## src/rtl/conv_mc_engine.sv

```systemverilog
// ---------------------------------------------------------------------------
// conv_mc_engine
//
// Multi-channel 2-D convolution engine. A run walks a cfg_h x cfg_w image held
// in an external feature buffer (channel-major, then row-major), accumulates
// K x K taps over cfg_ch input channels for every valid output position, adds
// a bias, requantises with an arithmetic right shift, optionally applies ReLU
// and saturates to 8 bits. Each output pixel is emitted with its row-major
// output address over a valid/ready handshake.
//
// Optional feature macro: CONV_ROUND_EN
//   defined   -> round half up before the requant shift (when cfg_shift > 0)
//   undefined -> plain truncating arithmetic shift
//
// Ports:
//   i_clk, i_rst          clock, asynchronous active-high reset
//   i_start               run request, sampled only while idle
//   i_cfg_h / i_cfg_w     image rows / columns (sampled with i_start)
//   i_cfg_ch              input channel count, 1..MAX_CH
//   i_cfg_shift           requant right shift
//   i_cfg_relu            1: ReLU + [0,255] clamp, 0: [-128,127] clamp
//   i_cfg_bias            signed bias added before the shift
//   o_busy, o_done        run in progress / one-cycle end-of-run pulse
//   o_img_rd_en           image + weight read strobe
//   o_img_addr, o_wt_addr read addresses; data returns one cycle later
//   i_img_data, i_wt_data unsigned pixel / signed weight read data
//   o_out_valid           output pixel valid, held until i_out_ready
//   o_out_data, o_out_addr result pixel and its row-major output address
// ---------------------------------------------------------------------------
module conv_mc_engine #(
    parameter int unsigned DATA_W  = 8,
    parameter int unsigned K       = 3,
    parameter int unsigned MAX_H   = 16,
    parameter int unsigned MAX_W   = 16,
    parameter int unsigned MAX_CH  = 4,
    parameter int unsigned ACC_W   = 24,
    parameter int unsigned IADDR_W = 10,
    parameter int unsigned WADDR_W = 6,
    parameter int unsigned OADDR_W = 8
) (
    input  logic               i_clk,
    input  logic               i_rst,
    input  logic               i_start,
    input  logic [4:0]         i_cfg_h,
    input  logic [4:0]         i_cfg_w,
    input  logic [2:0]         i_cfg_ch,
    input  logic [3:0]         i_cfg_shift,
    input  logic               i_cfg_relu,
    input  logic [15:0]        i_cfg_bias,
    output logic               o_busy,
    output logic               o_done,
    output logic               o_img_rd_en,
    output logic [IADDR_W-1:0] o_img_addr,
    input  logic [DATA_W-1:0]  i_img_data,
    output logic [WADDR_W-1:0] o_wt_addr,
    input  logic [DATA_W-1:0]  i_wt_data,
    output logic               o_out_valid,
    input  logic               i_out_ready,
    output logic [7:0]         o_out_data,
    output logic [OADDR_W-1:0] o_out_addr
);

    localparam int unsigned KW = (K > 1) ? $clog2(K) : 1;
    // Two guard bits: one for the bias add, one for the rounding add.
    localparam int unsigned VW = ACC_W + 2;
    localparam int unsigned PW = 2 * DATA_W + 1;

    localparam logic [KW-1:0]        KLast = KW'(K - 1);
    localparam logic signed [VW-1:0] Zero  = '0;
    localparam logic signed [VW-1:0] MaxU  = VW'(255);
    localparam logic signed [VW-1:0] MaxS  = VW'(127);
    localparam logic signed [VW-1:0] MinS  = VW'(-128);

    typedef enum logic [2:0] {
        StIdle,
        StMac,
        StDrain,
        StPost,
        StOut,
        StDone
    } state_e;

    state_e                    r_state;

    // Latched run configuration
    logic [4:0]                r_h;
    logic [4:0]                r_w;
    logic [2:0]                r_ch;
    logic [3:0]                r_shift;
    logic                      r_relu;
    logic signed [15:0]        r_bias;

    // Output pixel position and tap currently being addressed
    logic [4:0]                r_row;
    logic [4:0]                r_col;
    logic [2:0]                r_tc;
    logic [KW-1:0]             r_tki;
    logic [KW-1:0]             r_tkj;

    // r_dv marks the cycle in which read data for last cycle's address is present
    logic                      r_dv;
    logic signed [ACC_W-1:0]   r_acc;

    logic                      r_busy;
    logic                      r_done;
    logic                      r_img_rd_en;
    logic [IADDR_W-1:0]        r_img_addr;
    logic [WADDR_W-1:0]        r_wt_addr;
    logic                      r_out_valid;
    logic [7:0]                r_out_data;
    logic [OADDR_W-1:0]        r_out_addr;

    logic                      w_cfg_bad;
    logic                      w_last_tap;
    logic [2:0]                w_nc;
    logic [KW-1:0]             w_nki;
    logic [KW-1:0]             w_nkj;
    logic                      w_last_col;
    logic                      w_last_row;
    logic [4:0]                w_next_row;
    logic [4:0]                w_next_col;
    logic signed [PW-1:0]      w_pix_x;
    logic signed [PW-1:0]      w_wt_x;
    logic signed [PW-1:0]      w_prod;
    logic signed [VW-1:0]      w_sum;
    logic signed [VW-1:0]      w_round;
    logic signed [VW-1:0]      w_shifted;
    logic [7:0]                w_res;

    assign o_busy      = r_busy;
    assign o_done      = r_done;
    assign o_img_rd_en = r_img_rd_en;
    assign o_img_addr  = r_img_addr;
    assign o_wt_addr   = r_wt_addr;
    assign o_out_valid = r_out_valid;
    assign o_out_data  = r_out_data;
    assign o_out_addr  = r_out_addr;

    function automatic logic [IADDR_W-1:0] f_img_addr(
        input logic [2:0]    c,
        input logic [4:0]    row,
        input logic [4:0]    col,
        input logic [KW-1:0] ki,
        input logic [KW-1:0] kj,
        input logic [4:0]    h,
        input logic [4:0]    w
    );
        return IADDR_W'(32'(c) * 32'(h) * 32'(w) + (32'(row) + 32'(ki)) * 32'(w)
                        + 32'(col) + 32'(kj));
    endfunction

    function automatic logic [WADDR_W-1:0] f_wt_addr(
        input logic [2:0]    c,
        input logic [KW-1:0] ki,
        input logic [KW-1:0] kj
    );
        return WADDR_W'(32'(c) * K * K + 32'(ki) * K + 32'(kj));
    endfunction

    always_comb begin
        w_cfg_bad = (32'(i_cfg_h) < K) || (32'(i_cfg_w) < K) ||
                    (32'(i_cfg_h) > MAX_H) || (32'(i_cfg_w) > MAX_W) ||
                    (i_cfg_ch == 3'd0) || (32'(i_cfg_ch) > MAX_CH);
    end

    // Tap sequencing: channel slowest, kj fastest
    always_comb begin
        w_last_tap = (r_tc == r_ch - 3'd1) && (r_tki == KLast) && (r_tkj == KLast);
        w_nc  = r_tc;
        w_nki = r_tki;
        w_nkj = r_tkj;
        if (r_tkj != KLast) begin
            w_nkj = r_tkj + 1'b1;
        end else begin
            w_nkj = '0;
            if (r_tki != KLast) begin
                w_nki = r_tki + 1'b1;
            end else begin
                w_nki = '0;
                w_nc  = r_tc + 3'd1;
            end
        end
    end

    // Output position sequencing, row-major
    always_comb begin
        w_last_col = (32'(r_col) == 32'(r_w) - K);
        w_last_row = (32'(r_row) == 32'(r_h) - K);
        w_next_row = r_row;
        w_next_col = r_col + 5'd1;
        if (w_last_col) begin
            w_next_col = 5'd0;
            w_next_row = r_row + 5'd1;
        end
    end

    // Tap product: unsigned pixel times signed weight, full precision
    always_comb begin
        w_pix_x = signed'({{(DATA_W + 1){1'b0}}, i_img_data});
        w_wt_x  = signed'({{(DATA_W + 1){i_wt_data[DATA_W-1]}}, i_wt_data});
        w_prod  = w_pix_x * w_wt_x;
    end

    // Bias, requant shift, ReLU and saturation
    always_comb begin
        w_sum = VW'(r_acc) + VW'(r_bias);
`ifdef CONV_ROUND_EN
        w_round = (r_shift != 4'd0) ? (VW'(1) << (r_shift - 4'd1)) : Zero;
`else
        w_round = Zero;
`endif
        w_shifted = (w_sum + w_round) >>> r_shift;
        if (r_relu) begin
            if (w_shifted < Zero) begin
                w_res = 8'h00;
            end else if (w_shifted > MaxU) begin
                w_res = 8'hFF;
            end else begin
                w_res = w_shifted[7:0];
            end
        end else begin
            if (w_shifted > MaxS) begin
                w_res = 8'h7F;
            end else if (w_shifted < MinS) begin
                w_res = 8'h80;
            end else begin
                w_res = w_shifted[7:0];
            end
        end
    end

    always_ff @(posedge i_clk or posedge i_rst) begin
        if (i_rst) begin
            r_state     <= StIdle;
            r_h         <= '0;
            r_w         <= '0;
            r_ch        <= '0;
            r_shift     <= '0;
            r_relu      <= 1'b0;
            r_bias      <= '0;
            r_row       <= '0;
            r_col       <= '0;
            r_tc        <= '0;
            r_tki       <= '0;
            r_tkj       <= '0;
            r_dv        <= 1'b0;
            r_acc       <= '0;
            r_busy      <= 1'b0;
            r_done      <= 1'b0;
            r_img_rd_en <= 1'b0;
            r_img_addr  <= '0;
            r_wt_addr   <= '0;
            r_out_valid <= 1'b0;
            r_out_data  <= '0;
            r_out_addr  <= '0;
        end else begin
            r_dv <= r_img_rd_en;
            if (r_dv) begin
                r_acc <= r_acc + ACC_W'(w_prod);
            end

            unique case (r_state)
                StIdle: begin
                    r_done <= 1'b0;
                    if (i_start) begin
                        r_h     <= i_cfg_h;
                        r_w     <= i_cfg_w;
                        r_ch    <= i_cfg_ch;
                        r_shift <= i_cfg_shift;
                        r_relu  <= i_cfg_relu;
                        r_bias  <= signed'(i_cfg_bias);
                        r_row   <= '0;
                        r_col   <= '0;
                        r_tc    <= '0;
                        r_tki   <= '0;
                        r_tkj   <= '0;
                        if (w_cfg_bad) begin
                            r_state <= StDone;
                            r_done  <= 1'b1;
                        end else begin
                            // First tap of pixel (0,0) is address 0 in both buffers
                            r_state     <= StMac;
                            r_busy      <= 1'b1;
                            r_img_rd_en <= 1'b1;
                            r_img_addr  <= '0;
                            r_wt_addr   <= '0;
                            r_acc       <= '0;
                        end
                    end
                end

                StMac: begin
                    if (w_last_tap) begin
                        r_state     <= StDrain;
                        r_img_rd_en <= 1'b0;
                    end else begin
                        r_tc       <= w_nc;
                        r_tki      <= w_nki;
                        r_tkj      <= w_nkj;
                        r_img_addr <= f_img_addr(w_nc, r_row, r_col, w_nki, w_nkj, r_h, r_w);
                        r_wt_addr  <= f_wt_addr(w_nc, w_nki, w_nkj);
                    end
                end

                // The last tap's data is accumulated by the r_dv path above
                StDrain: begin
                    r_state <= StPost;
                end

                StPost: begin
                    r_out_data  <= w_res;
                    r_out_addr  <= OADDR_W'(32'(r_row) * (32'(r_w) - K + 1) + 32'(r_col));
                    r_out_valid <= 1'b1;
                    r_state     <= StOut;
                end

                StOut: begin
                    if (i_out_ready) begin
                        r_out_valid <= 1'b0;
                        if (w_last_col && w_last_row) begin
                            r_state <= StDone;
                            r_busy  <= 1'b0;
                            r_done  <= 1'b1;
                        end else begin
                            r_row       <= w_next_row;
                            r_col       <= w_next_col;
                            r_tc        <= '0;
                            r_tki       <= '0;
                            r_tkj       <= '0;
                            r_img_addr  <= f_img_addr(3'd0, w_next_row, w_next_col, '0, '0,
                                                      r_h, r_w);
                            r_wt_addr   <= '0;
                            r_img_rd_en <= 1'b1;
                            r_acc       <= '0;
                            r_state     <= StMac;
                        end
                    end
                end

                StDone: begin
                    r_done  <= 1'b0;
                    r_state <= StIdle;
                end

                default: begin
                    r_state <= StIdle;
                end
            endcase
        end
    end

endmodule

```

## config.mk

```make
export PLATFORM = sky130hd
export DESIGN_NAME = conv_mc_engine
export DESIGN_NICKNAME = d
export VERILOG_FILES = /design/src/rtl/conv_mc_engine.sv
export SDC_FILE = /design/constraint.sdc
export NUM_CORES = 1
export LEC_CHECK = 0
export CORE_ASPECT_RATIO = 0.5
export CORE_UTILIZATION = 30
export DETAILED_ROUTE_END_ITERATION = 8
export PLACE_DENSITY_LB_ADDON = 0.25
export RECOVER_POWER = 25
export SETUP_SLACK_MARGIN = 0.4
export SYNTH_ARGS = -nofsm -noshare
export SYNTH_HDL_FRONTEND = slang
export SYNTH_SLANG_ARGS = --single-unit
```

## constraint.sdc

```tcl
create_clock -name i_clk -period 18.2 [get_ports i_clk]
set_clock_uncertainty 0.15 [all_clocks]
set_input_delay 3.64 -clock i_clk [delete_from_list [all_inputs] [get_ports i_clk]]
set_output_delay 3.64 -clock i_clk [all_outputs]
set_load 0.005 [all_outputs]
```

After elaboration in Yosys (flattened, before gate mapping)
Index checks and enable logic that the tools add are counted.
{ "op_classes": {"add_sub_neg": 19, "mul": 9, "order_cmp": 9, "eq_ne": 19, "n_shift": 1, "n_mux": 71, "reduce_logical": 23} }
{ "op_table": {"columns": ["operator", "n"], "rows": [
  ["$mux 24", 5],
  ["$eq 5x32->1", 2],
  ["$mux 10", 5],
  ["$pmux 24 s2", 1],
  ["$mux 8", 5],
  ["$mux 5", 7],
  ["$mux 3", 11],
  ["$mux 6", 5],
  ["$pmux 10 s3", 1],
  ["$gt 26x8->1 const B", 1],
  ["$gt 26x9->1 const B", 1],
  ["$lt 26x1->1 const B", 1],
  ["$lt 26x8->1 const B", 1],
  ["$sshr 25x4->26", 1],
  ["$add 24x16->25", 1],
  ["$add 24x17->24", 1],
  ["$add 10x5->10", 2],
  ["$pmux 5 s2", 2],
  ["$ne 2x2->1 const B", 9],
  ["$pmux 6 s3", 1],
  ["$mul 9x8->17", 1],
  ["$mux 2", 8],
  ["$pmux 3 s5", 1],
  ["$mux 1", 12],
  ["42 further kinds", 66]
]} }
{ "totals": {"regBits": 115, "output_inout_bits": 36, "elab_cells": 173} }

Depth between registers and ports, before layout
{ "depth": {"ltp_word": 10, "mapped_depth": 31} }

Worst setup path after synthesis
Ideal clock, no wire load.
{ "synth_timing": {"path_type": "in2reg", "startpoint": "in i_wt_data[1]", "endpoint": "reg r_acc[22]", "setup_time_ps": 137, "arrival_time_ps": 8685, "required_ps": 17913, "slack_ps": 9229, "cell_stages": 23, "path_buffers": 1, "path_cell_list": "clkbuf_1 > nand2_1 > fa_1 > inv_1 > fa_1 > inv_1 > fa_1 > fa_1 > inv_1 > ha_1 > ha_1 > nor2b_1 > o21ai_0 > a21oi_1 > o21ai_0 > a21boi_0 > o21ai_0 > a21oi_1 > o31ai_1 > o21ai_0 > o41ai_1 > mux2i_1 > nor3_1"} }
{ "synth_via": {"elab_chain_len": 6, "word_cells_on_any_way": 8, "cone_classes": "add/sub (1); mul (1); mux (6)"} }
{ "synth_rtl": {"columns": ["item", "line", "text"], "rows": [
  ["from (decl)", "56", "input logic [DATA_W-1:0] i_wt_data,"],
  ["$mul 9x8->17 (*)", "201", "w_prod = w_pix_x * w_wt_x;"],
  ["$add 24x17->24 (*)", "259", "r_acc <= r_acc + ACC_W'(w_prod);"],
  ["$mux 24 (*)", "258", "if (r_dv) begin"],
  ["$mux 24, on equally long branches", "320, 277", null],
  ["$mux 24, on equally long branches", "318, 265", null],
  ["$pmux 24 s2 (*)", "262", "unique case (r_state)"],
  ["to (signal assigned)", "259", null],
  ["to (decl)", "102", "logic signed [ACC_W-1:0] r_acc;"]
]} }
Every way passes the cells marked *; elsewhere a longest branch is shown, timed or not.
A chain may end at the register's enable or synchronous reset.

Worst setup path in the final report
{ "layout_timing": {"startpoint": "in i_wt_data[7]", "endpoint": "reg r_acc[22]"} }
Same word-level chain as after synthesis.

==> out/metrics.cfg <==
[critical_path]
cp_num_buf_inv=5
arrival_ns=9.96
criticalPathCategory=in -> reg
worst-endpoint-required_ns=18.37
cp_cell_sequence=clkdlybuf4s50_1 > inv_1 > fa_1 > inv_1 > fa_1 > inv_1 > fa_1 > inv_1 > fa_1 > fa_1 > ha_1 > o21ai_0 > a21oi_1 > o21ai_0 > a21boi_0 > o21ai_0 > a21oi_1 > o31ai_1 > o21ai_0 > o41ai_1 > mux2i_1 > nor3_1
timing.critical_path.mode_cell=fa_1
critical_path.startpoint_type=input port
critical_path.slowest_cell=clkdlybuf4s50_1
sort_of_element_at_the_end_of_the_critical_path=flop
worstPathMaxFanout=13
worst_path_dominant_cell_family=adder cells
slowest_delay_ns=0.82

[finish]
leading_cell_type_in_the_layout_fill_and_taps_excluded=inv_1
layout_common_cells=inv_1 (269), nand2_1 (267), ha_1 (190)
drive_above_1_share=0.0431
final_net_count=2390
antenna_cells=0
area_growth_pct=13.2

[global_routing]
global_route.overflow_total=0
grt_use_total=0.158
antenna_violations_before_repair=0
first_global_vias=13405
grt_max_degree=60
grt_first_pass_wirelength_um=71200

[route]
drt.antenna.violating_nets=0
dr.pass1.iters=5
post-route-drc-count=0
routedWlPerCell_um=15.5
routed-via-count=13317
routed_wirelength_um=42400
drtIter0Drc=777
vias_per_cell=4.87

[timing]
timing.setup.tns_ns=0
setup_violations=0
maxSlewHeadroom=-0.847
tightest_pin_transition_ns=2.76
timing.final.crit_share=0.538
final_worst_hold_slack_ns=0.328
period_minus_slack_ns=9.79
unrepaired_setup_endpoints_after_global_routing=no
report.final.slew_viol_count=60
peak_clock_frequency_supported_by_timing_mhz=102
timing_hold_violations_final=0

[clocking]
cts_tree=done
holdBufCountCts=0
max_h_tree_level=4
clock_insertion_delay_worst_skew_ns=0.44
clk_path_buf_depth=2
clk_root_buffer_cell=clkbuf_16
tritoncts_num_sinks=115
post_cts_buffers=0
clkTransAtPathRegs_ns=0.06
post_cts_resized=0
tritoncts.num_buffers=17

[placed_design]
dpl.hpwl_um=33500
port_buffers=89
globalplace.congestion=0.849

[yosys]
number_of_enable_flip_flop_cells_after_synthesis=0
unique_cell_type_count_in_the_yosys_netlist=84
postSynthRegisterBits=115
mappedNetlistNets=2348
yosysSeqAreaShare=0.175
syn_inst=1965
fraction_of_synthesis_flops_using_an_asynchronous_set_or_reset_pin=1.00
synth_top_cells_by_area=dfrtp_1 (18%), fa_1 (17%), ha_1 (14%), inv_1 (6.2%), nand2_1 (6.1%)
postSynth.topFlopCell=dfrtp_1
netlist.area_leader.share=0.175
syn-cell-area_um2=16400
syn-mean-instance-area_um2=8.35
synth-warning-count=0
post-synth-top-area-cell=dfrtp_1

[floorplan]
row_count=60
io_pins=90
area_enclosed_by_the_die_boundary_um2=55700
placeableCoreArea_um2=53800
initial_standard_cell_utilization_of_the_core=0.305
fp.dieH_um=167
die_w_um=333

[status]
violations=capacitance limit, slew limit
outcome=finished with violations

[power_and_ir_drop]
static-leakage-power_nw=9.02
peakVddDrop_mv=0.0903
p_per_area_nw_per_um2=178

[min_path]
worstHoldPathType=reg -> reg

[flow_run]
maxCapViolations=1

[metrics by stage]
step | area [um2] | utilization | power, mW | instances | setup slack (ns)
3_3_place_gp | 18000 | 0.334 | 2.95 | 2701 | 7.92
2_1_floorplan | 16400 | - | 2.31 | 1965 | 9.23
4_1_cts | 18600 | 0.345 | 3.33 | 2732 | 8.35
6_report | 18600 | 0.345 | 3.30 | 2732 | 8.41
5_1_grt | 18600 | 0.345 | 3.66 | 2732 | 7.94
3_5_place_dp | 18000 | 0.334 | 2.94 | 2701 | 7.91
[worst min-delay path: stages (launching register included)]
cell and delay [ns]:
dfrtp_1 0.34, nand2_1 0.05, o21ai_0 0.06
[area by class of cell]
| cell class | instances | area, um2 |
|---|---|---|
| fillers | 5641 | 35300 |
| flip-flops and latches | 115 | 2880 |
| inverters | 273 | 1030 |
| clock buffers | 19 | 453 |
| repair buffers | 103 | 992 |
| multi-input cells | 1497 | 12200 |
| clock inverters | 12 | 155 |
| well taps | 713 | 892 |
[power by group]
part	switching (mW)	internal (mW)	total, mW
clock network	0.134	0.222	0.356
logic	1.45	1.01	2.46
registers	0.130	0.358	0.488
[flip-flops by register name, indices dropped and copies added (netlist names), 3 cells and up]
| register | flops |
|---|---|
| o_img_addr | 10 |
| r_tc | 3 |
| o_out_data | 8 |
| o_out_addr | 8 |
| r_shift | 4 |
| r_bias | 16 |
| r_h | 5 |
| r_col | 5 |
| o_wt_addr | 6 |
| r_row | 5 |
| r_acc | 24 |
| r_state | 3 |
| r_w | 5 |
| r_ch | 3 |
[routing by layer]
metal / vias to the layer above / global-route usage / share of wire
met1: 6444 / 0.213 / 0.48
met5: - / 0 / 0
met2: 187 / 0.270 / 0.48
li1: 6652 / - / -
met4: 0 / 0.0338 / 0.011
met3: 34 / 0.0195 / 0.030
[path summary, 6_finish.rpt]
check / from / endpoint / slack [ns] / cells past startpoint
max: i_wt_data[7] / r_acc[22] / 8.41 / 22
max in group asynchronous: i_rst / o_out_addr[2] / 11.90 / 3
min reg2reg: o_out_addr[5] / o_out_addr[5] / 0.33 / 2
min in group asynchronous: i_rst / o_wt_addr[1] / 4.28 / 2
min: o_out_addr[5] / o_out_addr[5] / 0.33 / 2
max reg2reg: r_tkj[0] / o_img_addr[9] / 9.64 / 29
[cells in the mapped netlist (4+ instances only)]
cell type and n:
a211o_1 5, a21o_1 27, clkbuf_1 63, nand4_1 13
or2_2 5, o21ai_1 5, xor2_1 44, inv_1 270
or3_1 8, o31ai_1 10, a22oi_1 6, nand2b_1 27
nor3_1 29, nor4_1 12, o21bai_1 17, o221a_2 4
fa_1 139, buf_2 13, o221ai_1 5, nand2_1 267
nor2_1 117, o22ai_1 4, mux2_2 11, xnor2_1 66
o211ai_1 5, nand3_1 31, nor2b_1 24, a211oi_1 23
dfrtp_1 115, a31oi_1 14, buf_1 4, ha_1 190
mux2i_1 37, a221o_1 9, a21oi_1 89, and3_1 10
o21ai_0 87, and2_1 73, o21a_1 9
[logic make-up after synthesis]
group	share of synthesized area
xor+xnor	0.0587
fa+ha+maj	0.315
simple gates	0.181
compound gates	0.154
buf+inv	0.0818
mux	0.0343
flops	0.175
No activity file was read; power rests on OpenSTA's default activity.
==> edit 1, RTL diff (same settings) <==
`K`: 3 -> 2.
--- a/src/rtl/conv_mc_engine.sv
+++ b/src/rtl/conv_mc_engine.sv
@@ -30,5 +30,5 @@
 module conv_mc_engine #(
     parameter int unsigned DATA_W  = 8,
-    parameter int unsigned K       = 3,
+    parameter int unsigned K       = 2,
     parameter int unsigned MAX_H   = 16,
     parameter int unsigned MAX_W   = 16,
Behaviour: not the same (a bounded check fails within 4 cycles, from zero or initial values and one cycle with i_rst high).
==> edit 1 against the unedited design <==
  * The flow still finishes with violations (max-capacitance violations, max-slew violations)
  * Total power is 2.6% higher
  * Area after synthesis is 4.4% lower
  * Combinational power is 8% higher
  * Worst setup slack worse by 0.24 ns
  * Cell count is 7.3% lower
  * Wire length is 6.9% lower
  * Final area is 6.3% lower
  * Sequential cell count is 3 lower
  * Register-to-register slack better by 1.0 ns
  * Count of clock-buffer cells in the layout is 10 lower
  * Sequential share of layout area is 0.60 points higher
  * Synthesized cell count is 8.7% lower
  * Highest routed layer unchanged
==> edit 1: results (changes against the unedited design) <==
[finish]
n_fill_cell = 5267  ; -6.6%
drive_above_1_share = 0.05755  ; +0.01446
n_antenna_cell = 0  ; unchanged

[placement]
dpl.hpwl_um = 31740  ; -5.4%
place.gp.congestion = 0.8594  ; +1.3%
port_buffers = 88  ; -1.1%
pre_cts_slack_ns = 7.780  ; -0.1337 ns

[yosys]
yosys-top-cells-count = inv_1, nand2_1, ha_1
synth_cell_types = 95  ; +13%
synth_xor_area_frac = 0.05867  ; -0.00007865
synth.top_cells.by_area = dfrtp_1, fa_1, ha_1, inv_1, nand2_1
synth-compound-area-share = 0.1413  ; -0.01268
ys_seq_area_frac = 0.1788  ; +0.003321
synthMuxAreaShare = 0.05955  ; +0.02529
yosys.area_share.adder = 0.3113  ; -0.003338

[sta]
finalCriticalPeriod_ns = 10.03  ; +0.2376 ns
worst_pin_slew_ns = 2.647  ; -0.1083 ns
hold_ws_ns = 0.2680  ; -0.06024 ns
finalMaxSlewViolations = 58  ; -3.3%

[setup_path]
reg2reg_setup_slack_ns = 10.67  ; +1.03 ns
crit_arrival_ns = 10.13  ; +0.17 ns
crit_path_start = i_wt_data[7]
path_buf_inv = 5  ; unchanged
reg2regPathDepth = 28  ; -3.4%

[routing]
drt_iter0_drc = 740  ; -4.8%
wl_per_cell_um = 15.60  ; +0.48%
via_count = 12220  ; -8.3%

[worst_hold_path]
hold_path_depth = 0  ; -2
hp-start = o_img_rd_en
holdPathEnd = r_dv

[run_status]
status = finished, violations left
failed_checks = max-capacitance violations, max-slew violations

[cts]
clkLatencyLatePin_ns = 0.37  ; -0.07 ns
cts_root_buf = clkbuf_16
clk_pin_slew_ns = 0.08  ; +0.02 ns
cts_htree_levels = 3  ; -1
cts_buffers = 9  ; -8

[pwr]
leakage_uw = 0.008215  ; -8.9%

[job]
cap_violations = 1  ; unchanged

[global_routing]
grt_pass1_wl_um = 66670  ; -6.4%
globalRouteOverflowTotal = 0  ; unchanged
grt_max_degree = 58  ; -3.3%

[edit 1: cell types whose count changed in the layout (fill, tap and decap cells not counted), moves of 12 or more]
cell and delta:
o21ai_0 -21, mux2_2 +18, inv_1 -25, nand2_1 -67, xor2_1 -12
[edit 1: final cells by class]
type / instances / area (um2) / share of cell area
inverters: 248 / 932.1 / 0.05354
repair buffers: 99 / 959.7 / 0.05512
well taps: 690 / 863.3 / 0.04959
multi-input cells: 1367 / 11550 / 0.6634
clock buffers: 9 / 225.2 / 0.01294
flip-flops and latches: 112 / 2803 / 0.1610
clock inverters: 7 / 77.57 / 0.004456
[edit 1: worst max path at each step]
stage,cells after the start,endpoint
global route,22,r_acc[22]
floorplan,23,r_acc[20]
global placement,22,r_acc[20]
detailed placement,22,r_acc[20]
CTS,22,r_acc[20]
finish,22,r_acc[20]
[edit 1: stage by stage]
stage | cells | total power, uW | util
finish | 2532 | 3388 | 0.3422
global route | 2532 | 3791 | 0.3422
CTS | 2532 | 3426 | 0.3424
detailed placement | 2516 | 3178 | 0.3365
global placement | 2516 | 3178 | 0.3365
floorplan | 1795 | 2548 | -
[edit 1: layer usage]
metal | up-vias | wire length [um] | GRT usage
li1 | 6086 | - | -
met1 | 5973 | 18990 | 0.2095
met2 | 137 | 19440 | 0.2702
met3 | 19 | 743 | 0.01360
met4 | 0 | 321 | 0.02487
met5 | - | 0 | 0
[edit 1: power breakdown]
group	leakage (uW)	internal, uW	switching [uW]	total, uW
registers	0.00137	361	158	519
logic	0.00669	1130	1520	2650
clock network	0.000152	109	109	218
total	0.00822	1600	1780	3390
==> edit 2, RTL diff (same flow settings) <==
Without the edit above. Encoding of `state_e`: now one-hot (6 bits for 6 states).
--- a/src/rtl/conv_mc_engine.sv
+++ b/src/rtl/conv_mc_engine.sv
@@ -72,11 +72,11 @@
     localparam logic signed [VW-1:0] MinS  = VW'(-128);
 
-    typedef enum logic [2:0] {
-        StIdle,
-        StMac,
-        StDrain,
-        StPost,
-        StOut,
-        StDone
+    typedef enum logic [5:0] {
+        StIdle  = 6'b000001,
+        StMac   = 6'b000010,
+        StDrain = 6'b000100,
+        StPost  = 6'b001000,
+        StOut   = 6'b010000,
+        StDone  = 6'b100000
     } state_e;
 
Formal check against the unedited RTL: no difference found for any inputs over 4 cycles, from zero or initial values and one cycle with i_rst high; so few cycles prove little.
==> edit 2 against the unedited design <==
  * The flow still finishes with violations (max-capacitance violations, max-slew violations)
  * Sequential cell count rose by 3
  * Via count rose by 0.68%
  * First-iteration DRC count fell by 16%
  * Critical path type unchanged
  * Largest power group unchanged
  * Sequential share of layout area barely moved
  * Total power rose by 1.6%
  * Synthesized cell count fell by 0.25%
  * Final area rose by 2.8%
  * Combinational power rose by 3%
  * Wire length rose by 1.2%
  * Worst setup slack improved by 0.0070 ns
  * Area after synthesis rose by 3.0%
==> edit 2: results (changes against the unedited design) <==
[run_status]
status = finished, violations left
failed_checks = max-capacitance violations, max-slew violations

[yosys]
yosys-top-cells-count = inv_1, nand2_1, ha_1
synth_cell_types = 90  ; +7.1%
synth.top_cells.by_area = dfrtp_1, fa_1, ha_1, inv_1, nand2_1
yosys.area_share.adder = 0.3056  ; -0.009024
synth-compound-area-share = 0.1530  ; -0.0009326
synthMuxAreaShare = 0.05699  ; +0.02273
synth_xor_area_frac = 0.06069  ; +0.001946

[placement]
place.gp.congestion = 0.8258  ; -2.7%
dpl.hpwl_um = 34150  ; +1.8%

[setup_path]
crit_slowest_cell = a2111oi_0
reg2reg_setup_slack_ns = 9.87  ; +0.23 ns
max_stage_delay_ns = 0.72  ; -0.10 ns
reg2regPathDepth = 33  ; +14%

[global_routing]
grt_max_degree = 65  ; +8.3%
grtUsageTotal = 0.1554  ; -0.002680
globalRouteMet3Util = 0.02171  ; +0.002254

[sta]
slew_headroom = -0.8017  ; +0.04517
finalMaxSlewViolations = 56  ; -6.7%

[pwr]
leakage_uw = 0.009098  ; +0.91%
ir_worst_vdd_mv = 0.07939  ; -12%

[job]
cap_violations = 1  ; unchanged

[routing]
wl_per_cell_um = 15.47  ; -0.34%
wl_met1_um = 20340  ; -0.22%

[floorplan]
start_util = 0.3039  ; -0.0008081

[finish]
drive_above_1_share = 0.07037  ; +0.02728

[worst_hold_path]
hp-start = o_wt_addr[0]

edit 2: cell types whose count changed in the layout (fill, tap and decap cells not counted), moves of 7 or more:
cell      before  now
mux2_2        11   45
o21bai_1      18    8
and3_1        10   21
xnor2_1       66   75
a211oi_1      24   17
a221o_1        9    2
nand2_1      267  200
inv_1        269  256
nor2_1       116  142
a221oi_1       0    9
o211ai_1       5   16
o21ai_0       87   69
edit 2: area by class of cell:
| class | count | area (um2) |
|---|---|---|
| Fill cell | 5842 | 36470 |
| Sequential cell | 118 | 2954 |
| Tap cell | 756 | 945.9 |
| Inverter | 261 | 980.9 |
| Timing Repair Buffer | 106 | 1015 |
| Clock inverter | 15 | 157.7 |
| Multi-Input combinational cell | 1501 | 12620 |
| Clock buffer | 17 | 425.4 |
edit 2: kinds of logic after synthesis:
family	after synthesis
compound gates	366
xor+xnor	117
fa+ha+maj	329
buf+inv	341
flops	118
mux	88
simple gates	601
edit 2: report_power, final:
part | switching (uW) | leakage (uW) | internal, uW | total (uW)
Clock | 154 | 0.000288 | 194 | 348
Sequential | 110 | 0.00149 | 355 | 465
Combinational | 1500 | 0.00732 | 1040 | 2540
Total | 1770 | 0.00910 | 1590 | 3350
edit 2: tightest hold or removal path, cell delays in order (launching register included):
cell and delay [ns]:
dfrtp_1 0.34, nand2_1 0.05, nand2_1 0.04
edit 2: worst max-delay path by stage:
stage | endpoint | depth (start not counted)
final | r_acc[23] | 23
after global routing | r_acc[23] | 23
after CTS | r_acc[23] | 23
after detailed placement | r_acc[23] | 23
after global placement | r_acc[23] | 23
after floorplan | r_acc[23] | 22
edit 2: stage by stage:
step,instances,power (uW),area (um2)
floorplan,1960,2431,16880
global placement,2742,3016,18550
detailed placement,2742,3013,18550
CTS,2774,3392,19130
global route,2774,3718,19100
finish,2774,3355,19100
